[src/rtl/frv_rngif_buf_pkg.sv]
// Shared definitions for the execute-stage RNG interface:
// status codes, op bit positions and FSM encodings.
package frv_rngif_buf_pkg;

    localparam logic [2:0] RNG_IF_INIT_NO_INIT   = 3'b000;
    localparam logic [2:0] RNG_IF_INIT_HEALTHY   = 3'b001;
    localparam logic [2:0] RNG_IF_INIT_UNHEALTHY = 3'b010;

    localparam int RNG_OP_SEED = 0;
    localparam int RNG_OP_SAMP = 1;
    localparam int RNG_OP_TEST = 2;

    typedef enum logic [1:0] {
        RNGIF_IDLE = 2'd0,
        RNGIF_REQ  = 2'd1,
        RNGIF_RSP  = 2'd2
    } rngif_state_t;

    typedef enum logic {
        OWN_CPU    = 1'b0,
        OWN_REFILL = 1'b1
    } rngif_owner_t;

    function automatic logic [2:0] rng_op(
        input logic test,
        input logic samp,
        input logic seed
    );
        logic [2:0] op;
        op              = '0;
        op[RNG_OP_TEST] = test;
        op[RNG_OP_SAMP] = samp;
        op[RNG_OP_SEED] = seed;
        return op;
    endfunction

endpackage

[src/rtl/frv_rngif_fifo.sv]
// Prefetch FIFO of random samples; clear wins over push,
// and a pop lets a push proceed while full.
module frv_rngif_fifo #(
    parameter int XLEN  = 32,
    parameter int DEPTH = 4
) (
    input  logic                     g_clk,
    input  logic                     g_resetn,
    input  logic                     push,
    input  logic                     pop,
    input  logic                     clear,
    input  logic [XLEN-1:0]          wdata,
    output logic [XLEN-1:0]          head,
    output logic [$clog2(DEPTH):0]   count,
    output logic                     full,
    output logic                     empty
);

    localparam int AW = $clog2(DEPTH);
    localparam int CW = AW + 1;

    logic [XLEN-1:0] mem [DEPTH];
    logic [AW-1:0]   rptr;
    logic [AW-1:0]   wptr;
    logic            do_push;
    logic            do_pop;

    assign empty   = (count == '0);
    assign full    = (count == CW'(DEPTH));
    assign do_pop  = pop && !empty;
    assign do_push = push && (!full || do_pop);
    assign head    = mem[rptr];

    always_ff @(posedge g_clk or negedge g_resetn) begin
        if (!g_resetn) begin
            rptr  <= '0;
            wptr  <= '0;
            count <= '0;
        end else if (clear) begin
            rptr  <= '0;
            wptr  <= '0;
            count <= '0;
        end else begin
            if (do_push) wptr <= wptr + AW'(1);
            if (do_pop)  rptr <= rptr + AW'(1);
            count <= count + CW'(do_push) - CW'(do_pop);
        end
    end

    always_ff @(posedge g_clk) begin
        if (do_push && !clear) mem[wptr] <= wdata;
    end

endmodule

[src/rtl/frv_rngif_buf.sv]
// Execute-stage RNG interface with a prefetch buffer kept full
// by a refill engine; direct ops share one outstanding slot.
module frv_rngif_buf
    import frv_rngif_buf_pkg::*;
#(
    parameter int XLEN      = 32,
    parameter int DEPTH     = 4,
    parameter int REFILL_EN = 1
) (
    input  logic                   g_clk,
    input  logic                   g_resetn,
    input  logic                   flush,
    input  logic                   pipeline_progress,
    input  logic                   valid,
    input  logic [XLEN-1:0]        rs1,
    input  logic                   uop_test,
    input  logic                   uop_seed,
    input  logic                   uop_samp,
    output logic [XLEN-1:0]        result,
    output logic                   ready,
    output logic                   rng_req_valid,
    output logic [2:0]             rng_req_op,
    output logic [XLEN-1:0]        rng_req_data,
    input  logic                   rng_req_ready,
    input  logic                   rng_rsp_valid,
    input  logic [2:0]             rng_rsp_status,
    input  logic [XLEN-1:0]        rng_rsp_data,
    output logic                   rng_rsp_ready,
    output logic [$clog2(DEPTH):0] buf_count
);

    rngif_state_t    state, state_d;
    rngif_owner_t    owner, owner_d;
    logic            discard, discard_d;
    logic            healthy, healthy_d;
    logic [2:0]      op_q, op_d;
    logic [XLEN-1:0] data_q, data_d;

    logic [XLEN-1:0] head;
    logic            full;
    logic            empty;
    logic [2:0]      cpu_op;
    logic            cpu_busy;
    logic            hit;
    logic            direct;
    logic            refill_go;
    logic            drop;
    logic            rsp_fire;
    logic            healthy_now;
    logic            cpu_rsp;
    logic            push;
    logic            pop;
    logic            clear;

    assign cpu_op      = rng_op(uop_test, uop_samp, uop_seed);
    assign cpu_busy    = (state != RNGIF_IDLE) && (owner == OWN_CPU);
    assign hit         = valid && uop_samp && !empty && !cpu_busy;
    assign direct      = valid && (|cpu_op) && !hit && !flush;
    assign refill_go   = (REFILL_EN != 0) && healthy && !full && !direct;
    assign drop        = discard || flush;
    assign healthy_now = (rng_rsp_status == RNG_IF_INIT_HEALTHY);
    assign rsp_fire    = (state == RNGIF_RSP) && rng_rsp_valid && rng_rsp_ready;
    assign cpu_rsp     = (state == RNGIF_RSP) && (owner == OWN_CPU) &&
                         !drop && rng_rsp_valid;

    assign push  = (state == RNGIF_RSP) && (owner == OWN_REFILL) &&
                   rng_rsp_valid && healthy_now;
    assign pop   = hit && pipeline_progress && !flush;
    // Seed acceptance and bad health both invalidate buffered samples.
    assign clear = (rsp_fire && !healthy_now) ||
                   ((state == RNGIF_REQ) && (owner == OWN_CPU) &&
                    op_q[RNG_OP_SEED] && rng_req_ready);

    assign rng_req_valid = (state == RNGIF_REQ);
    assign rng_req_op    = (state == RNGIF_IDLE) ? cpu_op : op_q;
    assign rng_req_data  = (state == RNGIF_IDLE) ? rs1 : data_q;
    assign rng_rsp_ready = (state == RNGIF_RSP) &&
                           ((owner == OWN_REFILL) || drop || pipeline_progress);
    assign ready         = hit || cpu_rsp;

    always_comb begin
        result = '0;
        unique case (1'b1)
            hit: result = head;
            cpu_rsp: begin
                if (op_q[RNG_OP_SAMP])      result = rng_rsp_data;
                else if (op_q[RNG_OP_TEST]) result = XLEN'(healthy_now);
            end
            default: result = '0;
        endcase
    end

    always_comb begin
        state_d   = state;
        owner_d   = owner;
        discard_d = discard;
        healthy_d = healthy;
        op_d      = op_q;
        data_d    = data_q;
        if (rsp_fire) healthy_d = healthy_now;
        unique case (state)
            RNGIF_IDLE: begin
                discard_d = 1'b0;
                if (direct) begin
                    state_d = RNGIF_REQ;
                    owner_d = OWN_CPU;
                    op_d    = cpu_op;
                    data_d  = rs1;
                end else if (refill_go) begin
                    state_d = RNGIF_REQ;
                    owner_d = OWN_REFILL;
                    op_d    = rng_op(1'b0, 1'b1, 1'b0);
                    data_d  = '0;
                end
            end
            RNGIF_REQ: begin
                if (flush && (owner == OWN_CPU)) discard_d = 1'b1;
                if (rng_req_ready) state_d = RNGIF_RSP;
            end
            RNGIF_RSP: begin
                if (flush && (owner == OWN_CPU)) discard_d = 1'b1;
                if (rsp_fire) begin
                    state_d   = RNGIF_IDLE;
                    discard_d = 1'b0;
                end
            end
            default: state_d = RNGIF_IDLE;
        endcase
    end

    always_ff @(posedge g_clk or negedge g_resetn) begin
        if (!g_resetn) begin
            state   <= RNGIF_IDLE;
            owner   <= OWN_CPU;
            discard <= 1'b0;
            healthy <= 1'b0;
            op_q    <= '0;
            data_q  <= '0;
        end else begin
            state   <= state_d;
            owner   <= owner_d;
            discard <= discard_d;
            healthy <= healthy_d;
            op_q    <= op_d;
            data_q  <= data_d;
        end
    end

    frv_rngif_fifo #(
        .XLEN  (XLEN),
        .DEPTH (DEPTH)
    ) u_fifo (
        .g_clk    (g_clk),
        .g_resetn (g_resetn),
        .push     (push),
        .pop      (pop),
        .clear    (clear),
        .wdata    (rng_rsp_data),
        .head     (head),
        .count    (buf_count),
        .full     (full),
        .empty    (empty)
    );

endmodule

[config.mk]
export PLATFORM = sky130hd
export DESIGN_NAME = frv_rngif_buf
export DESIGN_NICKNAME = d
export VERILOG_FILES = /design/src/rtl/frv_rngif_buf_pkg.sv /design/src/rtl/frv_rngif_fifo.sv /design/src/rtl/frv_rngif_buf.sv
export SDC_FILE = /design/constraint.sdc
export NUM_CORES = 1
export LEC_CHECK = 0
export ABC_AREA = 1
export BUFFER_PORTS_ARGS = -buffer_cell sky130_fd_sc_hd__buf_4
export CAP_MARGIN = 0
export CORE_ASPECT_RATIO = 1.75
export CORE_MARGIN = 4
export CORE_UTILIZATION = 56
export DETAILED_ROUTE_END_ITERATION = 6
export PLACE_DENSITY_LB_ADDON = 0.2
export SYNTH_ARGS = -nofsm -noshare
export SYNTH_HDL_FRONTEND = slang
export SYNTH_HIERARCHICAL = 1
export SYNTH_SLANG_ARGS = --single-unit
[constraint.sdc]
create_clock -name g_clk -period 4.1 [get_ports g_clk]
set_input_delay 0.41 -clock g_clk [delete_from_list [all_inputs] [get_ports g_clk]]
set_output_delay 0.41 -clock g_clk [all_outputs]
set_load 0.01 [all_outputs]
==> results.sh, run 1 <==
export IMPL_crit_path_max_fanout=36
export IMPL_postRouteAntennaNets=0
export IMPL_synth_edf_count=128
export IMPL_async_flop_share=0.2686
export IMPL_die_w_um=97.88
export IMPL_antenna_found_initial=0
export IMPL_yosysTopAreaCellShare=0.4855
export IMPL_row_count=57
export IMPL_rsz0062_at_grt="no"
export IMPL_gp_congestion=0.8331
export IMPL_cts_made_buffers=17
export IMPL_period_share=0.8431
export IMPL_overflow=0
export IMPL_die_h_um=165.3
export IMPL_io_pins=150
export IMPL_start_util=0.5692
export IMPL_ys_types=34
export IMPL_ys_top_cells_by_area="edfxtp_1 49%, dfrtp_1 15%, nand2_1 9.0%"
export IMPL_clock_root_buffer="clkbuf_16"
export IMPL_synthTopCellsByCount="190 x nand2_1, 128 x edfxtp_1, 88 x o21ai_0, 78 x nor2_1, 47 x dfrtp_1"
export IMPL_finalSetupViolCount=0
export IMPL_slew_viol_final=0
export IMPL_clkLatencyLatePin_ns=0.43
export IMPL_tns_ns=0
export IMPL_viasPerCell=5.597
export IMPL_p_per_area_nw_per_um2=624.5
export IMPL_antenna_diode_count=0
export IMPL_wl_per_cell_um=17.33
export IMPL_critical_path_arrival_ns=3.50
export IMPL_htreeDepth=4
export IMPL_worstSetupPathType="reg -> reg"
export IMPL_drc=0
export IMPL_drtIter0Drc=357
export IMPL_fin_nets=990
export IMPL_p_comb_frac=0.356
export IMPL_power_share_clock=0.265
export IMPL_yosysMostFrequentCell="nand2_1"
export IMPL_grt_usage=0.2387
export IMPL_tritoncts="done"
export IMPL_syn_nets=859
export IMPL_start_kind="flip-flop"
export IMPL_power_internal_w=0.003799
export IMPL_vias=6106
export IMPL_clk_path_buf_depth=2
export IMPL_area_growth_pct=21.84
export IMPL_die_area_um2=16180
export IMPL_grt_pass1_wl_um=30130
export IMPL_p_leak_nw=4.093
export IMPL_synth_area_um2=7916
export IMPL_hold_violations=0
export IMPL_seqPwrFrac=0.379
export IMPL_ir_drop_v=0.0004177
export IMPL_worst_ep_required_time_ns=4.15
export IMPL_placed_cells=1058
export IMPL_ys_seq_area_frac=0.6341
export IMPL_syn_inst=770
export IMPL_synth_seq_cells=175
export IMPL_end_kind="flip-flop"
export IMPL_dpl_hpwl_um=12410
export IMPL_timing_slew_headroom=0.2465
export IMPL_drt_pass1_iter_count=5
export IMPL_avgSynthCellArea_um2=10.28
export IMPL_core_um2=13910
export IMPL_portBuffers=149
export IMPL_status="finished clean"
export IMPL_grt_max_degree=67
export IMPL_ys_flop_type="edfxtp_1"
export IMPL_netSwitchingFraction=0.3693
export IMPL_ctsResizeCount=0
export IMPL_skew_ns=0.01117
export IMPL_finalNonFillerCells=1091
export IMPL_hold_class="in -> reg"
export IMPL_wirelength_um=18910
export IMPL_clock_fmax_mhz=289.3
export IMPL_cap_violations=0
export IMPL_clock_sinks=175
export IMPL_layout_min_cycle_time_ns=3.457
export IMPL_drive_above_1_share=0.2265
export IMPL_cts_clk_slew_worst_paths_ns=0.07
export IMPL_hold_slack_ns=0.1871
export IMPL_yosysTopAreaCell="edfxtp_1"
export IMPL_p_sw_w=0.002224
export IMPL_grt_pass1_vias=6177
export IMPL_yosys_warnings=6
export IMPL_worst_pin_slew_ns=1.130
==> power by group through the flow <==
stage	Combinational [W]	Clock [W]	Sequential (W)
CTS	0.00216	0.00162	0.00228
finish	0.00214	0.00160	0.00228
global route	0.00239	0.00170	0.00231
floorplan	0.00146	0	0.00226
global placement	0.00207	0	0.00229
detailed placement	0.00215	0	0.00231
==> logic make-up (layout without fill, tap and decap cells) <==
kind of cell,after synthesis,count (layout),share of synthesized area
AOI/OAI and AO/OA,172,172,0.1149
buffers and inverters,79,223,0.05611
xor gates and xnor gates,2,2,0.002213
adders and majority gates,12,12,0.01991
and+or+nand+nor,330,330,0.1728
DFF,175,175,0.6341
==> state kept, by name, indices dropped and copies added, names as in the netlist <==
signal / cells
u_fifo/count: 3
u_fifo/wptr: 2
u_fifo/rptr: 2
data_q: 32
owner: 1
discard: 1
u_fifo/mem: 128
state: 2
healthy: 1
op_q: 3
==> per-layer routing <==
layer	share of wire	track usage	wire length (um)
met1	0.38	0.2689	7094
met5	0	0	0
met4	0.023	0.1090	434
met2	0.54	0.4259	10150
met3	0.065	0.05843	1228
==> metrics by stage <==
stage	cell area (um^2)	util	worst slack, ns	power, W
6_report	9646	0.6936	0.6435	0.006023
5_1_grt	9646	0.6936	0.3640	0.006398
4_1_cts	9646	0.6936	0.6369	0.006056
3_5_place_dp	9040	0.6500	0.6522	0.004458
3_3_place_gp	9040	0.6500	0.8536	0.004368
2_1_floorplan	7916	-	0.7507	0.003720
==> worst paths after layout <==
kind                                                to                  start  depth (start not counted)  slack (ns)
min                        u_fifo/mem[0][27]$_DFFE_PP_       rng_rsp_data[27]                          1        0.19
max                         u_fifo/mem[1][8]$_DFFE_PP_   state[1]$_DFFE_PN0P_                         10        0.64
max reg2reg                 u_fifo/mem[1][8]$_DFFE_PP_   state[1]$_DFFE_PN0P_                         10        0.64
min in group asynchronous       data_q[21]$_DFFE_PN0P_               g_resetn                          2        0.51
max in group asynchronous   u_fifo/rptr[0]$_DFFE_PN0P_               g_resetn                          2        3.15
min reg2reg                      data_q[6]$_DFFE_PN0P_  data_q[6]$_DFFE_PN0P_                          2        0.49
==> critical path, stage by stage, from the launching register on <==
cell and delay, ns:
dfrtp_1 0.42, inv_1 0.12, ha_1 0.24, clkinv_4 0.25
nand2_4 0.15, nand2_4 0.07, nor3_1 0.29, inv_1 0.07
nand3_1 0.16, nand3_1 0.35, nor2_4 0.92
==> final cells by class <==
type | count | area, um^2
Inverter | 31 | 121.4
Multi-Input combinational cell | 516 | 2482
Timing Repair Buffer | 160 | 1204
Tap cell | 177 | 221.5
Fill cell | 1051 | 4262
Clock buffer | 17 | 425.4
Clock inverter | 15 | 170.2
Sequential cell | 175 | 5021
==> timing repair <==
action                    4_1_cts  5_1_grt
hold buffers                    1        0
setup buffers                   0        0
hold endpoints to repair       18        0
==> cell usage in the layout (no fill, tap or decap), types with 11 or more instances in the layout <==
cell         n
o22ai_1     32
clkbuf_16   17
inv_1       27
dfrtp_1     46
o21ai_0     88
edfxtp_1   128
o21ai_1     45
nor2_1      74
nand3_1     46
nand2_1    190
ha_1        11
buf_4      159
No activity file was read; power rests on OpenSTA's default activity.
==> inputs of run 2 (changes only) <==
--- a/config.mk
+++ b/config.mk
@@ -5,12 +5,12 @@
 export SDC_FILE = /design/constraint.sdc
 export NUM_CORES = 1
 export LEC_CHECK = 0
-export ABC_AREA = 1
+export ABC_AREA = 0
 export BUFFER_PORTS_ARGS = -buffer_cell sky130_fd_sc_hd__buf_4
 export CAP_MARGIN = 0
 export CORE_ASPECT_RATIO = 1.75
 export CORE_MARGIN = 4
-export CORE_UTILIZATION = 56
+export CORE_UTILIZATION = 55
 export DETAILED_ROUTE_END_ITERATION = 6
 export PLACE_DENSITY_LB_ADDON = 0.2
 export SYNTH_ARGS = -nofsm -noshare
==> constraint.sdc (replaced) <==
create_clock -name g_clk -period 3.53 [get_ports g_clk]
set_input_delay 0.353 -clock g_clk [delete_from_list [all_inputs] [get_ports g_clk]]
set_output_delay 0.353 -clock g_clk [all_outputs]
set_load 0.01 [all_outputs]
==> run 2 against run 1 <==
Against the previous run:
- combinational power decreased by 19%
- non-clock buffer count shrank 2
- worst setup slack got worse by 0.092 ns
- sequential power grew 16%
- critical endpoint is now u_fifo/count[2]$_DFF_PN0_
- die area fell by 1.2%
- via count fell by 26%
- synthesized cell count shrank 44%
- total power is 2.7% higher
- clock skew grew 0.0035 ns
- sequential cell count did not move
==> results.sh, run 2 <==
export IMPL_rrSetupSlack_ns=0.55
export IMPL_reg_largest_list="u_fifo/mem x128, data_q x32"
export IMPL_r2r_start="u_fifo/count[1]$_DFF_PN0_"
export IMPL_finalNonFillerCells=767
export IMPL_layout_commonest_cell="buf_4"
export IMPL_critical_path_arrival_ns=3.29
export IMPL_min_to="u_fifo/mem[3][24]$_DFFE_PP_"
export IMPL_crit_buf_inv=3
export IMPL_cts_made_buffers=17
export IMPL_status="finished clean"
export IMPL_hold_start="rng_rsp_data[24]"
export IMPL_p_per_area_nw_per_um2=651.7
export IMPL_gp_congestion=0.7588
export IMPL_viasPerCell=5.890
export IMPL_skew_ns=0.01464
export IMPL_timing_slew_headroom=0.3998
export IMPL_antenna_found_initial=0
export IMPL_worst_ep_required_time_ns=3.84
export IMPL_ctsResizeCount=0
export IMPL_antenna_diode_count=0
export IMPL_clock_sinks=175
export IMPL_syn_inst=430
export IMPL_placed_cells=734
export IMPL_portBuffers=149
export IMPL_ys_seq_area_frac=0.6541
export IMPL_yosysMostFrequentCell="edfxtp_1"
export IMPL_synthTopCellsByCount="128 x edfxtp_1, 66 x a22o_1, 47 x dfrtp_1, 35 x mux2_2, 26 x mux4_1"
export IMPL_layout_min_cycle_time_ns=2.979
export IMPL_ys_flop_type="edfxtp_1"
export IMPL_dp_slack_ns=0.5504
export IMPL_synth_area_um2=7675
export IMPL_final_cell_mix="157 x buf_4, 128 x edfxtp_1, 66 x a22o_1"
export IMPL_slowest_stage="dfrtp_1"
export IMPL_cts_clk_slew_worst_paths_ns=0.07
export IMPL_worst_pin_slew_ns=0.8969
export IMPL_hold_violations=0
export IMPL_drtIter0Drc=147
export IMPL_row_count=56
export IMPL_io_pins=150
export IMPL_area_growth_pct=23.62
export IMPL_worstSetupStartpoint="u_fifo/count[1]$_DFF_PN0_"
export IMPL_end_kind="flip-flop"
export IMPL_yosysTopAreaCellShare=0.5008
export IMPL_slew_viol_final=0
export IMPL_ys_types=45
export IMPL_syn_nets=519
export IMPL_tns_ns=0
export IMPL_overflow=0
export IMPL_clock_root_buffer="clkbuf_16"
export IMPL_cp_slowest_stage_delay_ns=0.52
export IMPL_yosysTopAreaCell="edfxtp_1"
export IMPL_crit_family="simple AND/OR/NAND/NOR gates"
export IMPL_tritoncts="done"
export IMPL_largest_register="u_fifo/mem"
export IMPL_ir_drop_v=0.0004969
export IMPL_clkLatencyLatePin_ns=0.42
export IMPL_fin_total_pwr_w=0.006184
export IMPL_grt_max_degree=48
export IMPL_worstSetupPathType="reg -> reg"
export IMPL_async_flop_share=0.2686
export IMPL_wl_per_cell_um=20.78
export IMPL_synth_seq_cells=175
export IMPL_dpl_hpwl_um=10740
export IMPL_htreeDepth=4
export IMPL_cap_violations=0
export IMPL_hold_depth=1
export IMPL_grt_pass1_wl_um=25550
export IMPL_clock_fmax_mhz=335.7
export IMPL_vias=4518
export IMPL_period_share=0.8439
export IMPL_clk_path_buf_depth=2
export IMPL_largest_register_ffs=128
export IMPL_cp_cell_sequence="nor3_1 -> nand2b_1 -> nor3b_4 -> and3b_1 -> nor4b_2 -> nor2b_1 -> inv_1 -> ha_1 -> inv_1 -> ha_1 -> inv_1 -> fa_1 -> xnor2_1 -> nor2_1"
export IMPL_die_area_um2=15980
export IMPL_cts_setup_buffers=0
export IMPL_rsz0062_at_grt="no"
export IMPL_synth_edf_count=128
export IMPL_avgSynthCellArea_um2=17.85
export IMPL_ys_top_cells_by_area="edfxtp_1 50%, dfrtp_1 15%, mux4_1 8.9%"
export IMPL_start_util=0.5675
export IMPL_die_w_um=97.30
export IMPL_seq_area_um2=5021
export IMPL_fin_nets=669
export IMPL_fin_ws_ns=0.5512
export IMPL_yosys_warnings=6
export IMPL_postRouteAntennaNets=0
export IMPL_finalSetupViolCount=0
export IMPL_crit_path_max_fanout=7
export IMPL_wirelength_um=15940
export IMPL_drive_above_1_share=0.4098
export IMPL_grt_usage=0.2063
export IMPL_multi_input_area_um2=2440
export IMPL_die_h_um=164.3
export IMPL_start_kind="flip-flop"
export IMPL_cpMostUsedCell="inv_1"
export IMPL_drc=0
export IMPL_hold_class="in -> reg"
export IMPL_fillers=928
export IMPL_core_um2=13520
export IMPL_grt_pass1_vias=4868
export IMPL_r2r_end="u_fifo/count[2]$_DFF_PN0_"
export IMPL_drt_pass1_iter_count=5
export IMPL_reg2reg_depth=14
export IMPL_p_leak_nw=3.802
==> run 2: cell types whose count changed after synthesis, moves of 15 or more <==
cell      change
nand2_1     -185
o21ai_0      -84
a22o_1       +66
nor2_1       -65
nand3_1      -46
o21ai_1      -45
mux2_2       +35
o22ai_1      -32
mux4_1       +26
clkbuf_1     -18
inv_1        -15
==> run 2: repair_timing <==
item / 4_1_cts / 5_1_grt
hold buffers: 1 / 0
endpoints found under the hold margin: 47 / 0
setup endpoints to repair: 0 / 0
==> run 2: how the worst max path moves through the flow <==
stage / end / cells past startpoint
2_1_floorplan: u_fifo/count[2]$_DFF_PN0_ / 16
3_3_place_gp: u_fifo/count[2]$_DFF_PN0_ / 14
3_5_place_dp: u_fifo/count[2]$_DFF_PN0_ / 14
4_1_cts: u_fifo/count[2]$_DFF_PN0_ / 14
5_1_grt: u_fifo/count[2]$_DFF_PN0_ / 14
6_report: u_fifo/count[2]$_DFF_PN0_ / 14
==> run 2: per-stage QoR <==
step           instance area (um^2)  hold slack (ns)  utilization
2_1_floorplan                  7675          0.05741            -
3_3_place_gp                   8902           0.3942       0.6583
3_5_place_dp                   8902           0.3984       0.6583
4_1_cts                        9488           0.1215       0.7016
5_1_grt                        9488           0.1263       0.7016
6_report                       9488           0.1368       0.7016
==> run 2: cell families after synthesis <==
group                    after synthesis  share of synthesized area
flip-flops                           175                     0.6541
AND/OR/NAND/NOR                       48                    0.03733
adder cells (fa/ha/maj)               12                    0.02054
AO/OA/AOI/OAI                         83                    0.09211
XOR/XNOR                               3                   0.003424
buffers and inverters                 39                    0.02983
multiplexers                          70                     0.1627
==> run 2: report_power, final <==
group / total (W) / internal [W] / switching [W]
Sequential: 0.00265 / 0.00245 / 0.000191
Combinational: 0.00174 / 0.000953 / 0.000786
Clock: 0.00180 / 0.000943 / 0.000857
==> run 2: cell type report <==
class / instances / share of cell area
Sequential cell: 175 / 0.5292
Multi-Input combinational cell: 216 / 0.2572
Timing Repair Buffer: 158 / 0.1253
Clock buffer: 17 / 0.04484
Tap cell: 174 / 0.02295
Clock inverter: 15 / 0.01582
Inverter: 12 / 0.004747
==> run 2: layer usage <==
metal  track usage  vias to the layer above  share of wire
li1              -                     2050              -
met1        0.2373                     2270           0.38
met2        0.3736                      180           0.54
met3       0.04972                       18          0.066
met4       0.07750                        0          0.014
met5             0                        -              0
